[src/rtl/if_fetch_unit_pkg.sv]
// rtl/if_fetch_unit_pkg.sv - shared constants and types for the IF fetch stage
package if_fetch_unit_pkg;

  localparam int IF_TO_ID_WD          = 35;
  localparam int IF_TO_ID_PC_LSB      = 0;
  localparam int IF_TO_ID_CE_BIT      = 32;
  localparam int IF_TO_ID_DISCARD_BIT = 33;
  localparam int IF_TO_ID_KILL_BIT    = 34;

  localparam int BR_WD    = 33;
  localparam int BR_E_BIT = 32;

  localparam logic [31:0] RESET_PC = 32'hBFC0_0000;

  localparam logic STOP    = 1'b1;
  localparam logic NO_STOP = 1'b0;

  typedef struct packed {
    logic        slot0_kill;
    logic        discard;
    logic        ce;
    logic [31:0] pc;
  } if_to_id_t;

  typedef enum logic [2:0] {
    SRC_FLUSH,
    SRC_BR,
    SRC_PEND,
    SRC_HOLD,
    SRC_SEQ
  } pc_src_e;

  function automatic logic [31:0] align8(input logic [31:0] addr);
    return {addr[31:3], 3'b000};
  endfunction

endpackage

[src/rtl/fetch_redirect_buf.sv]
// rtl/fetch_redirect_buf.sv - pending-redirect holder and next-PC priority mux
module fetch_redirect_buf
  import if_fetch_unit_pkg::*;
(
  input  logic        clk,
  input  logic        rst,
  input  logic        hold,
  input  logic        flush,
  input  logic [31:0] new_pc,
  input  logic        br_e,
  input  logic [31:0] br_target,
  input  logic [31:0] pc_q,
  output logic [31:0] next_pc,
  output logic        redirect
);

  logic        pend_v_q, pend_v_d;
  logic [31:0] pend_pc_q, pend_pc_d;
  logic [31:0] redirect_pc;
  pc_src_e     src;

  always_comb begin
    redirect    = flush | br_e;
    redirect_pc = flush ? new_pc : br_target;

    if (flush)         src = SRC_FLUSH;
    else if (br_e)     src = SRC_BR;
    else if (pend_v_q) src = SRC_PEND;
    else if (hold)     src = SRC_HOLD;
    else               src = SRC_SEQ;

    case (src)
      SRC_FLUSH: next_pc = new_pc;
      SRC_BR:    next_pc = br_target;
      SRC_PEND:  next_pc = pend_pc_q;
      SRC_HOLD:  next_pc = pc_q;
      default:   next_pc = align8(pc_q) + 32'd8;
    endcase

    // The most recent redirect seen while held is the one replayed on release.
    pend_v_d  = pend_v_q;
    pend_pc_d = pend_pc_q;
    if (!hold) begin
      pend_v_d = 1'b0;
    end else if (redirect) begin
      pend_v_d  = 1'b1;
      pend_pc_d = redirect_pc;
    end
  end

  always_ff @(posedge clk) begin
    if (rst) begin
      pend_v_q  <= 1'b0;
      pend_pc_q <= 32'd0;
    end else begin
      pend_v_q  <= pend_v_d;
      pend_pc_q <= pend_pc_d;
    end
  end

endmodule

[src/rtl/if_fetch_unit.sv]
// rtl/if_fetch_unit.sv - dual-issue instruction fetch stage: PC, SRAM request, IF->ID bus
module if_fetch_unit #(
  parameter int          STALL_WD = 6,
  parameter logic [31:0] RESET_PC = 32'hBFC0_0000
) (
  input  logic                                   clk,
  input  logic                                   rst,
  input  logic [STALL_WD-1:0]                    stall,
  input  logic                                   flush,
  input  logic [31:0]                            new_pc,
  input  logic [if_fetch_unit_pkg::BR_WD-1:0]    br_bus,
  input  logic                                   fifo_full,
  output logic                                   inst_sram_en,
  output logic [7:0]                             inst_sram_wen,
  output logic [31:0]                            inst_sram_addr,
  output logic [if_fetch_unit_pkg::IF_TO_ID_WD-1:0] if_to_id_bus
);

  import if_fetch_unit_pkg::STOP;
  import if_fetch_unit_pkg::BR_E_BIT;
  import if_fetch_unit_pkg::if_to_id_t;
  import if_fetch_unit_pkg::align8;

  logic        hold;
  logic        mux_hold;
  logic        br_e;
  logic [31:0] br_target;
  logic [31:0] next_pc;
  logic        redirect;

  logic [31:0] pc_q, pc_d;
  logic        ce_q, ce_d;
  logic        slot0_kill_q, slot0_kill_d;
  logic        discard_q, discard_d;

  if_to_id_t   bus;
  logic        unused_stall;

  assign unused_stall = ^stall[STALL_WD-1:1];

  assign hold      = (stall[0] == STOP) | fifo_full;
  assign br_e      = br_bus[BR_E_BIT];
  assign br_target = br_bus[31:0];

  // Reset behaves like a hold for the address mux so the request bus shows pc_q.
  assign mux_hold = hold | rst;

  fetch_redirect_buf u_redirect_buf (
    .clk       (clk),
    .rst       (rst),
    .hold      (mux_hold),
    .flush     (flush),
    .new_pc    (new_pc),
    .br_e      (br_e),
    .br_target (br_target),
    .pc_q      (pc_q),
    .next_pc   (next_pc),
    .redirect  (redirect)
  );

  always_comb begin
    pc_d         = pc_q;
    ce_d         = ce_q;
    slot0_kill_d = slot0_kill_q;
    discard_d    = discard_q;
    if (!hold) begin
      pc_d         = next_pc;
      ce_d         = 1'b1;
      slot0_kill_d = next_pc[2];
      discard_d    = 1'b0;
    end else if (redirect) begin
      // The pair sitting on the bus is now wrong-path; ID must drop it.
      discard_d = 1'b1;
    end
  end

  always_ff @(posedge clk) begin
    if (rst) begin
      pc_q         <= RESET_PC - 32'd8;
      ce_q         <= 1'b0;
      slot0_kill_q <= 1'b0;
      discard_q    <= 1'b0;
    end else begin
      pc_q         <= pc_d;
      ce_q         <= ce_d;
      slot0_kill_q <= slot0_kill_d;
      discard_q    <= discard_d;
    end
  end

  always_comb begin
    bus.slot0_kill = slot0_kill_q;
    bus.discard    = discard_q;
    bus.ce         = ce_q;
    bus.pc         = ce_q ? pc_q : 32'd0;
  end

  assign if_to_id_bus   = bus;
  assign inst_sram_en   = ~rst & ~hold;
  assign inst_sram_wen  = 8'h00;
  assign inst_sram_addr = align8(next_pc);

endmodule

[config.mk]
export PLATFORM = sky130hd
export DESIGN_NAME = if_fetch_unit
export DESIGN_NICKNAME = d
export VERILOG_FILES = /design/src/rtl/if_fetch_unit_pkg.sv /design/src/rtl/fetch_redirect_buf.sv /design/src/rtl/if_fetch_unit.sv
export SDC_FILE = /design/constraint.sdc
export NUM_CORES = 1
export LEC_CHECK = 0
export ABC_CLOCK_PERIOD_IN_PS = 2400
export BUFFER_PORTS_ARGS = -buffer_cell sky130_fd_sc_hd__buf_2
export CORE_AREA = 4 4 143 118
export CTS_CLUSTER_SIZE = 16
export DETAILED_ROUTE_END_ITERATION = 12
export DIE_AREA = 0 0 147 122
export SETUP_SLACK_MARGIN = 0.02
export SLEW_MARGIN = 20
export SYNTH_ARGS = -nofsm -noshare
export SYNTH_HDL_FRONTEND = slang
export SYNTH_SLANG_ARGS = --single-unit
export TNS_END_PERCENT = 100
[constraint.sdc]
create_clock -name clk -period 2.4 [get_ports clk]
set_clock_uncertainty 0.15 [all_clocks]
set_input_delay 0.24 -clock clk [delete_from_list [all_inputs] [get_ports clk]]
set_output_delay 0.24 -clock clk [all_outputs]
set_load 0.02 [all_outputs]
==> results.py, run 1 <==
metrics = {
    "status": {
        "status": "finished, violations left",
        "violations": "negative setup slack",
    },
    "cts": {
        "cts_sinks": 66,
        "clockRootBuffer": "clkbuf_16",
        "cts_tree": "done",
        "htreeDepth": 3,
        "clock_latency_ns": 0.34,
        "path_clk_slew_ns": 0.06,
        "cts_buffer_depth": 2,
        "cts_made_buffers": 9,
        "cts_hold_buffers": 0,
    },
    "setup_path": {
        "worstSetupStartpoint": "pc_q[14]",
        "timing.rr.start": "discard_q",
        "cp_max_fo": 6,
        "required_ns": 2.01,
        "worstSetupPathType": "reg -> out",
        "worst_setup_path_end_kind": "output port",
        "crit_arrival_ns": 2.11,
        "cp-start-kind": "flip-flop",
    },
    "route": {
        "drtIter0Drc": 402,
        "drcViolationCount": 0,
        "ant_nets": 0,
        "vias": 6053,
        "routed.top_layer": "met4",
        "vias_per_cell": 5.48,
        "wirelength_mm": 19.9,
        "dr.pass1.iters": 5,
        "met3_length_mm": 1.85,
        "drt-wirelength-per-cell_um": 18.0,
        "dr_wl_met2_mm": 9.02,
        "wl_met1_mm": 8.48,
    },
    "place": {
        "dp_hpwl_mm": 14.0,
        "placed_area_um2": 6350,
        "portBuffers": 134,
        "place_congestion": 0.916,
    },
    "yosys": {
        "synthMuxAreaShare": 0.0508,
        "synth-edff-count": 0,
        "yosysUniqueCellTypes": 65,
        "syn-cell-area_um2": 5320,
        "avgSynthCellArea_um2": 7.20,
        "yosysSeqAreaShare": 0.248,
        "synthAdderAreaFrac": 0.00235,
        "ys.flop_type": "dfxtp_1",
        "yosys.area.top_type_share": 0.248,
        "synth_xor_area_frac": 0.0247,
        "async_flop_share": 0,
        "synth_most_common_cell": "nand2_1",
        "synth_area_leaders": "dfxtp_1 (25%), buf_4 (6.2%), a21oi_1 (5.4%)",
        "postSynthCellCount": 739,
        "yosys.area_share.simple": 0.268,
        "ys_warn_count": 0,
        "synth_top_family_by_area": "compound AO/OA/AOI/OAI gates",
        "synth_compound_area_frac": 0.279,
        "synth.ff_latch_count": 66,
        "yosys.area.top_type": "dfxtp_1",
        "synthTopCellsByCount": "nand2_1 (71), nor2_1 (70), dfxtp_1 (66)",
    },
    "finish": {
        "multi_input_area_um2": 3790,
        "fill_cells": 1521,
        "fin_util": 0.488,
        "stdcell_area_um2": 7530,
        "antenna_cells": 0,
        "nets": 961,
        "area_growth_pct": 41.6,
        "drive_above_1_share": 0.385,
        "seqCellArea_um2": 1350,
    },
    "sta": {
        "tns_ns": -0.656,
        "finalHoldViolCount": 0,
        "fin_ws_ns": -0.0958,
        "setup_violations": 15,
        "hold_ws_ns": 0.0433,
        "slew_headroom": 0.446,
        "min_period_ns": 2.50,
        "rsz0062_at_grt": "true",
        "max_freq_mhz": 401,
        "finalCritPeriodShare": 1.04,
        "drv_slew": 0,
        "worst_pin_slew_ns": 0.828,
    },
    "global_route": {
        "grt_max_degree": 62,
        "grt_pass1_wl_mm": 30.9,
        "gr-total-overflow": 0,
        "antenna_found_initial": 0,
        "grt_pass1_vias": 5662,
        "grt_usage": 0.215,
    },
    "floorplanning": {
        "start_util": 0.345,
        "row_count": 41,
        "core_um2": 15400,
        "die_h_um": 122,
        "die_w_um": 147,
        "io_pins": 151,
        "fp.dieArea_um2": 17900,
    },
    "hold_path": {
        "hp-start": "br_bus[14]",
        "hold_path_class": "in -> reg",
    },
    "power": {
        "power_mw": 4.37,
        "cellPowerDensity_nw_per_um2": 581,
        "cellLeakagePower_nw": 3.34,
        "ir_drop_uv": 331,
    },
    "run": {
        "drv_cap": 0,
    },
}
metal layers:
metal	vias up	global-route usage
met1	2780	0.290
met2	327	0.345
met4	0	0.0664
met5	-	0
li1	2913	-
met3	33	0.0495
worst max-delay path: stages (launching register included):
cell     delay, ns
dfxtp_2       0.36
nand4_4       0.13
or4_4         0.65
nor3_4        0.16
nor3_1        0.08
nor3_2        0.21
buf_4         0.17
cells by family (layout without fill, tap and decap cells):
family	after synthesis	count (layout)
mux	27	27
compound gates	221	221
simple gates	281	281
fa+ha+maj	1	1
flops	66	66
other cells	1	11
buf+inv	127	268
xor+xnor	15	15
layout make-up:
type / instances / share of cell area
Timing Repair Buffer: 240 / 0.231
Multi-Input combinational cell: 556 / 0.503
Clock buffer: 9 / 0.0299
Sequential cell: 66 / 0.179
Tap cell: 215 / 0.0357
Clock inverter: 7 / 0.0156
Inverter: 12 / 0.00598
cell usage in the layout, fill, tap and decap left out, types with 27 or more instances in the layout:
cell type | synthesis | final
buf_6 | 1 | 32
and2_1 | 35 | 34
buf_2 | 14 | 111
a211oi_1 | 30 | 29
a21oi_1 | 57 | 51
buf_4 | 44 | 90
nor2_1 | 70 | 65
o21ai_0 | 38 | 27
nand2_1 | 71 | 69
mux2i_1 | 27 | 27
dfxtp_1 | 66 | 52
per-stage QoR:
step / setup slack [ns] / std cells
6_report: -0.0958 / 1105
4_1_cts: -0.113 / 1099
5_1_grt: -0.162 / 1105
3_3_place_gp: 0.104 / 1063
2_1_floorplan: 0.0353 / 749
3_5_place_dp: 0.0848 / 1063
state kept, by name (all words and copies together) (netlist names):
| register | cells |
|---|---|
| discard_q | 1 |
| pc_q | 32 |
| u_redirect_buf.pend_pc_q | 32 |
| ce_q | 1 |
power by group:
group / internal, mW / leakage, nW / switching, mW
clock: 1.02 / 0.169 / 0.542
combinational: 0.671 / 2.63 / 0.881
sequential: 1.19 / 0.544 / 0.0773
total: 2.87 / 3.34 / 1.50
worst paths after layout:
check                                                     to  slack (ns)  cells after the start
worst min-delay path            u_redirect_buf.pend_pc_q[14]        0.04                      3
worst min register to register                       pc_q[0]        0.31                      2
worst max-delay path                      inst_sram_addr[25]        -0.1                      6
worst max register to register                      pc_q[17]        0.22                      8
repair_timing:
| item | 4_1_cts | 5_1_grt |
|---|---|---|
| setup endpoints to repair | 26 | 25 |
| pin swaps | 28 | 18 |
| gates cloned | 2 | 0 |
| setup buffers | 18 | 6 |
| resized for setup | 104 | 60 |
(Power assumes the default switching activity.)
==> run 2, diff against run 1 <==
- PLACE_DENSITY: unset -> 0.67
==> run 2 against run 1 <==
Critical endpoint is now inst_sram_addr[28]. Highest routed layer unchanged. Flip-flop and latch count did not move. First-iteration DRC count grew 29%. The flow still finishes with violations (negative setup slack). Sequential power is essentially flat. Die area did not move.
==> results.py, run 2 (same netlist as run 1, synthesis figures left out) <==
metrics = {
    "power": {
        "p_sw_mw": 1.45,
        "clkPwrFrac": 0.332,
        "ir_drop_uv": 329,
        "cellPowerDensity_nw_per_um2": 573,
        "p_int_mw": 2.72,
        "cellLeakagePower_nw": 3.21,
        "power_mw": 4.18,
        "p_sw_frac": 0.348,
        "seqPwrFrac": 0.303,
        "combPwrFrac": 0.365,
    },
    "place": {
        "place_congestion": 0.963,
        "place_ws_ns": 0.0881,
        "dp_hpwl_mm": 13.9,
        "portBuffers": 134,
    },
    "status": {
        "violations": "negative setup slack",
        "status": "finished, violations left",
    },
    "cts": {
        "cts_tree": "done",
        "clockRootBuffer": "clkbuf_16",
        "cts_made_buffers": 9,
        "clock_latency_ns": 0.34,
        "cts_buffer_depth": 2,
        "cts_hold_buffers": 0,
        "cts_sinks": 66,
        "htreeDepth": 3,
        "path_clk_slew_ns": 0.06,
    },
    "setup_path": {
        "crit_arrival_ns": 2.14,
        "r2r-end": "pc_q[28]",
        "cp_max_fo": 6,
        "max_stage_delay_ns": 0.65,
        "cp-start-kind": "flip-flop",
        "path_depth": 6,
        "critPathBufInv": 1,
        "endpoint": "inst_sram_addr[28]",
        "worstSetupPathType": "reg -> out",
        "r2r_setup_slack_ns": 0.18,
        "crit_chain": "nand4_4 -> or4_4 -> nor3_4 -> xnor2_1 -> o21ai_1 -> buf_4",
        "crit_slowest_cell": "or4_4",
        "ff2ff_path_depth": 7,
        "required_ns": 2.01,
        "worst_setup_path_end_kind": "output port",
        "timing.rr.start": "pc_q[15]",
        "crit_family": "simple AND/OR/NAND/NOR gates",
        "worstSetupStartpoint": "pc_q[15]",
    },
    "sta": {
        "tns_ns": -0.835,
        "min_period_ns": 2.53,
        "fin_ws_ns": -0.133,
        "finalCritPeriodShare": 1.06,
        "max_freq_mhz": 395,
        "hold_ws_ns": 0.0363,
        "rsz0062_at_grt": "true",
        "worst_pin_slew_ns": 0.756,
        "drv_slew": 0,
        "slew_headroom": 0.495,
        "setup_violations": 13,
        "finalHoldViolCount": 0,
    },
    "route": {
        "vias": 6003,
        "drtIter0Drc": 520,
        "drt-wirelength-per-cell_um": 17.8,
        "vias_per_cell": 5.47,
        "ant_nets": 0,
        "dr.pass1.iters": 5,
        "drcViolationCount": 0,
        "wirelength_mm": 19.5,
    },
    "global_route": {
        "gr-total-overflow": 0,
        "grt_max_degree": 62,
        "grt_pass1_wl_mm": 30.0,
        "grt_usage": 0.209,
        "antenna_found_initial": 0,
        "grt_pass1_vias": 5532,
    },
    "finish": {
        "multi_input_area_um2": 3730,
        "fill_cells": 1512,
        "mostFrequentLayoutCells": "buf_2 (114), buf_4 (96), nand2_1 (68)",
        "reg.largest.list": "pc_q x32, u_redirect_buf.pend_pc_q x32",
        "final_common_cell": "buf_2",
        "area_growth_pct": 37.2,
        "seqCellArea_um2": 1360,
        "antenna_cells": 0,
        "drive_above_1_share": 0.372,
        "nets": 954,
    },
    "hold_path": {
        "hold_path_class": "in -> reg",
    },
    "floorplanning": {
        "die_w_um": 147,
        "io_pins": 151,
        "die_h_um": 122,
        "row_count": 41,
        "fp.dieArea_um2": 17900,
        "start_util": 0.345,
        "core_um2": 15400,
    },
    "run": {
        "drv_cap": 0,
    },
}
run 2: final cells by class:
class                      count  share of cell area
multi-input combinational    556               0.511
timing repair buffer         233               0.218
sequential                    66               0.186
clock buffer                  13              0.0370
tap                          215              0.0369
inverter                      12             0.00617
clock inverter                 2             0.00480
run 2: worst min path at each step:
stage	from	end	slack, ns	depth (start not counted)
after floorplan	br_bus[13]	u_redirect_buf.pend_pc_q[13]	0.26	2
after global placement	pc_q[1]	pc_q[1]	0.29	2
after detailed placement	pc_q[0]	pc_q[0]	0.30	2
after CTS	br_bus[13]	u_redirect_buf.pend_pc_q[13]	0.03	3
after global routing	br_bus[7]	u_redirect_buf.pend_pc_q[7]	0.04	3
final	br_bus[13]	u_redirect_buf.pend_pc_q[13]	0.04	3
run 2: stage by stage:
step	util	cell area (um2)	cells
floorplan	-	5360	749
global placement	0.409	6310	1060
detailed placement	0.409	6310	1060
CTS	0.448	6920	1081
global route	0.473	7300	1097
finish	0.473	7300	1097
run 2: worst register-to-register path, delay by kind of cell, from the launching register on:
kind / cells / cell delay [ns]
buffers and inverters: 2 / 0.23
flip-flops: 1 / 0.36
multiplexers: 1 / 0.06
AND/OR/NAND/NOR: 4 / 1.29
run 2: power groups by stage:
stage | Combinational, mW | Sequential, mW | Clock [mW]
detailed placement | 1.25 | 1.28 | 0
global route | 1.65 | 1.28 | 1.45
finish | 1.52 | 1.27 | 1.39
CTS | 1.37 | 1.26 | 1.41
global placement | 1.24 | 1.27 | 0
floorplan | 0.870 | 1.25 | 0
run 2: routing by layer:
layer / share of wire / global-route usage
met4: 0.024 / 0.0594
met2: 0.47 / 0.339
met5: 0 / 0
met1: 0.43 / 0.285
met3: 0.078 / 0.0424
run 2: repair_timing:
action | in CTS | in global routing
setup buffers | 6 | 16
endpoints found under the setup margin | 26 | 25
pin swaps | 21 | 25
resized for setup | 72 | 66
==> run 3, diff against run 2 <==
- BUFFER_PORTS_ARGS: -buffer_cell sky130_fd_sc_hd__buf_2 -> unset
- DONT_BUFFER_PORTS: unset -> 1
- PLACE_DENSITY: 0.67 -> 0.58
==> run 3 against run 2 <==
Critical path depth unchanged. Flip-flop and latch count unchanged. Die area unchanged. Critical endpoint unchanged. Wire length down 0.76%. Non-clock buffer count down 90. Clock power down 9%. The flow still finishes with violations (negative setup slack). Cell area down 5.1%. Highest routed layer unchanged. Via count down 5.6%. First-iteration DRC count down 8.8%.
==> results.py, run 3 (same netlist as run 1, synthesis figures left out) <==
metrics = {
    "status": {
        "status": "finished, violations left",
        "violations": "negative setup slack",
    },
    "setup_path": {
        "worst_setup_path_end_kind": "output port",
        "worstSetupStartpoint": "pc_q[20]",
        "crit_family": "simple AND/OR/NAND/NOR gates",
        "crit_arrival_ns": 2.11,
        "worstSetupPathType": "reg -> out",
        "r2r_setup_slack_ns": 0.33,
        "max_stage_delay_ns": 0.64,
        "crit_chain": "nand4_1 -> or4_4 -> nor3_4 -> xnor2_1 -> o21ai_1 -> buf_4",
        "cp-start-kind": "flip-flop",
        "r2r-end": "pc_q[28]",
        "ff2ff_path_depth": 6,
        "path_depth": 6,
        "crit_slowest_cell": "or4_4",
        "endpoint": "inst_sram_addr[28]",
        "critPathBufInv": 1,
        "timing.rr.start": "pc_q[20]",
        "required_ns": 2.01,
        "cp_max_fo": 6,
    },
    "route": {
        "vias_per_cell": 5.62,
        "ant_nets": 0,
        "drt-wirelength-per-cell_um": 19.2,
        "vias": 5669,
        "wirelength_mm": 19.4,
        "dr.pass1.iters": 5,
        "drtIter0Drc": 474,
        "drcViolationCount": 0,
    },
    "cts": {
        "cts_sinks": 66,
        "path_clk_slew_ns": 0.06,
        "cts_tree": "done",
        "htreeDepth": 3,
        "cts_made_buffers": 9,
        "clock_latency_ns": 0.35,
        "cts_buffer_depth": 2,
        "clockRootBuffer": "clkbuf_16",
    },
    "sta": {
        "finalCritPeriodShare": 1.04,
        "setup_violations": 8,
        "worst_pin_slew_ns": 0.821,
        "min_period_ns": 2.50,
        "fin_ws_ns": -0.0983,
        "rsz0062_at_grt": "true",
        "finalHoldViolCount": 0,
        "max_freq_mhz": 400,
        "drv_slew": 0,
        "slew_headroom": 0.451,
    },
    "finish": {
        "fill_cells": 1554,
        "final_common_cell": "buf_4",
        "area_growth_pct": 30.2,
        "stdcell_area_um2": 6930,
        "mostFrequentLayoutCells": "buf_4 (89), nand2_1 (69), nor2_1 (64)",
        "antenna_cells": 0,
        "drive_above_1_share": 0.248,
        "reg.largest.list": "pc_q x32, u_redirect_buf.pend_pc_q x32",
        "nets": 864,
    },
    "place": {
        "placed_area_um2": 5770,
        "dp_hpwl_mm": 13.4,
        "portBuffers": 0,
        "place_congestion": 0.915,
        "place_ws_ns": 0.116,
    },
    "hold_path": {
        "hold_path_class": "in -> reg",
    },
    "global_route": {
        "gr-total-overflow": 0,
        "grtUsageMet2": 0.330,
        "antenna_found_initial": 0,
        "met1_usage": 0.285,
        "top_usage_layer": "met2",
        "grt_max_degree": 65,
        "grt_pass1_wl_mm": 30.0,
        "grt_usage": 0.213,
        "grt_pass1_vias": 5283,
        "met3_usage": 0.0688,
    },
    "power": {
        "p_sw_mw": 1.40,
        "ir_drop_uv": 371,
        "cellPowerDensity_nw_per_um2": 564,
        "cellLeakagePower_nw": 2.81,
        "clkPwrFrac": 0.322,
        "seqPwrFrac": 0.322,
        "p_int_mw": 2.51,
        "p_sw_frac": 0.358,
        "combPwrFrac": 0.356,
    },
    "floorplanning": {
        "start_util": 0.345,
        "row_count": 41,
        "die_h_um": 122,
        "die_w_um": 147,
        "core_um2": 15400,
        "fp.dieArea_um2": 17900,
        "io_pins": 151,
    },
    "run": {
        "drv_cap": 0,
    },
}
## run 3: cell types whose count changed in the layout (fill, tap and decap cells not counted), moves of 2 or more
cell / before / now
dfxtp_1: 48 / 50
buf_4: 96 / 89
dlygate4sd3_1: 0 / 36
buf_2: 114 / 0
nor4_4: 5 / 3
clkbuf_1: 1 / 3
clkinv_2: 1 / 3
nor3_1: 12 / 14
clkbuf_8: 3 / 1
buf_6: 18 / 11
dfxtp_2: 12 / 10
o21ai_2: 0 / 2
nand3_2: 5 / 3
## run 3: repair_timing
action	4_1_cts	5_1_grt
setup buffers	6	8
hold buffers	37	0
resized for setup	66	39
pin swaps	22	25
setup endpoints to repair	24	25
endpoints found under the hold margin	58	0
## run 3: worst min path at each step
stage / startpoint / end / cells after the start
after global routing: new_pc[0] / u_redirect_buf.pend_pc_q[0] / 2
after detailed placement: rst / ce_q / 1
after CTS: new_pc[21] / u_redirect_buf.pend_pc_q[21] / 2
after global placement: rst / ce_q / 1
after floorplan: br_bus[13] / u_redirect_buf.pend_pc_q[13] / 2
final: new_pc[21] / u_redirect_buf.pend_pc_q[21] / 2
## run 3: power by group through the flow
stage	sequential [mW]	combinational [mW]	clock, mW
after detailed placement	1.27	1.13	0
final	1.26	1.39	1.26
after global routing	1.27	1.50	1.31
after CTS	1.26	1.30	1.27
after floorplan	1.25	0.870	0
after global placement	1.27	1.12	0
## run 3: per-layer routing
layer	vias to the layer above	routed length, um
met5	-	0
met2	228	8780
met3	26	1660
met1	2693	8520
met4	0	435
li1	2722	-
## run 3: area by class of cell
type	instances	area [um2]	share of cell area
Inverter	12	45.0	0.00650
Sequential cell	66	1360	0.196
Multi-Input combinational cell	556	3700	0.534
Clock buffer	13	250	0.0361
Clock inverter	3	15.0	0.00217
Timing Repair Buffer	143	1290	0.187
Tap cell	215	269	0.0388
## run 3: through the flow
stage	power [mW]	std cells	utilization	setup TNS, ns	hold WS (ns)
after floorplan	2.12	749	-	0	0.261
after global placement	2.39	941	0.374	0	0.173
after detailed placement	2.40	941	0.374	0	0.174
after CTS	3.82	1000	0.434	-0.422	0.00139
after global routing	4.08	1008	0.449	-1.64	0.0196
final	3.91	1008	0.449	-0.492	0.000102
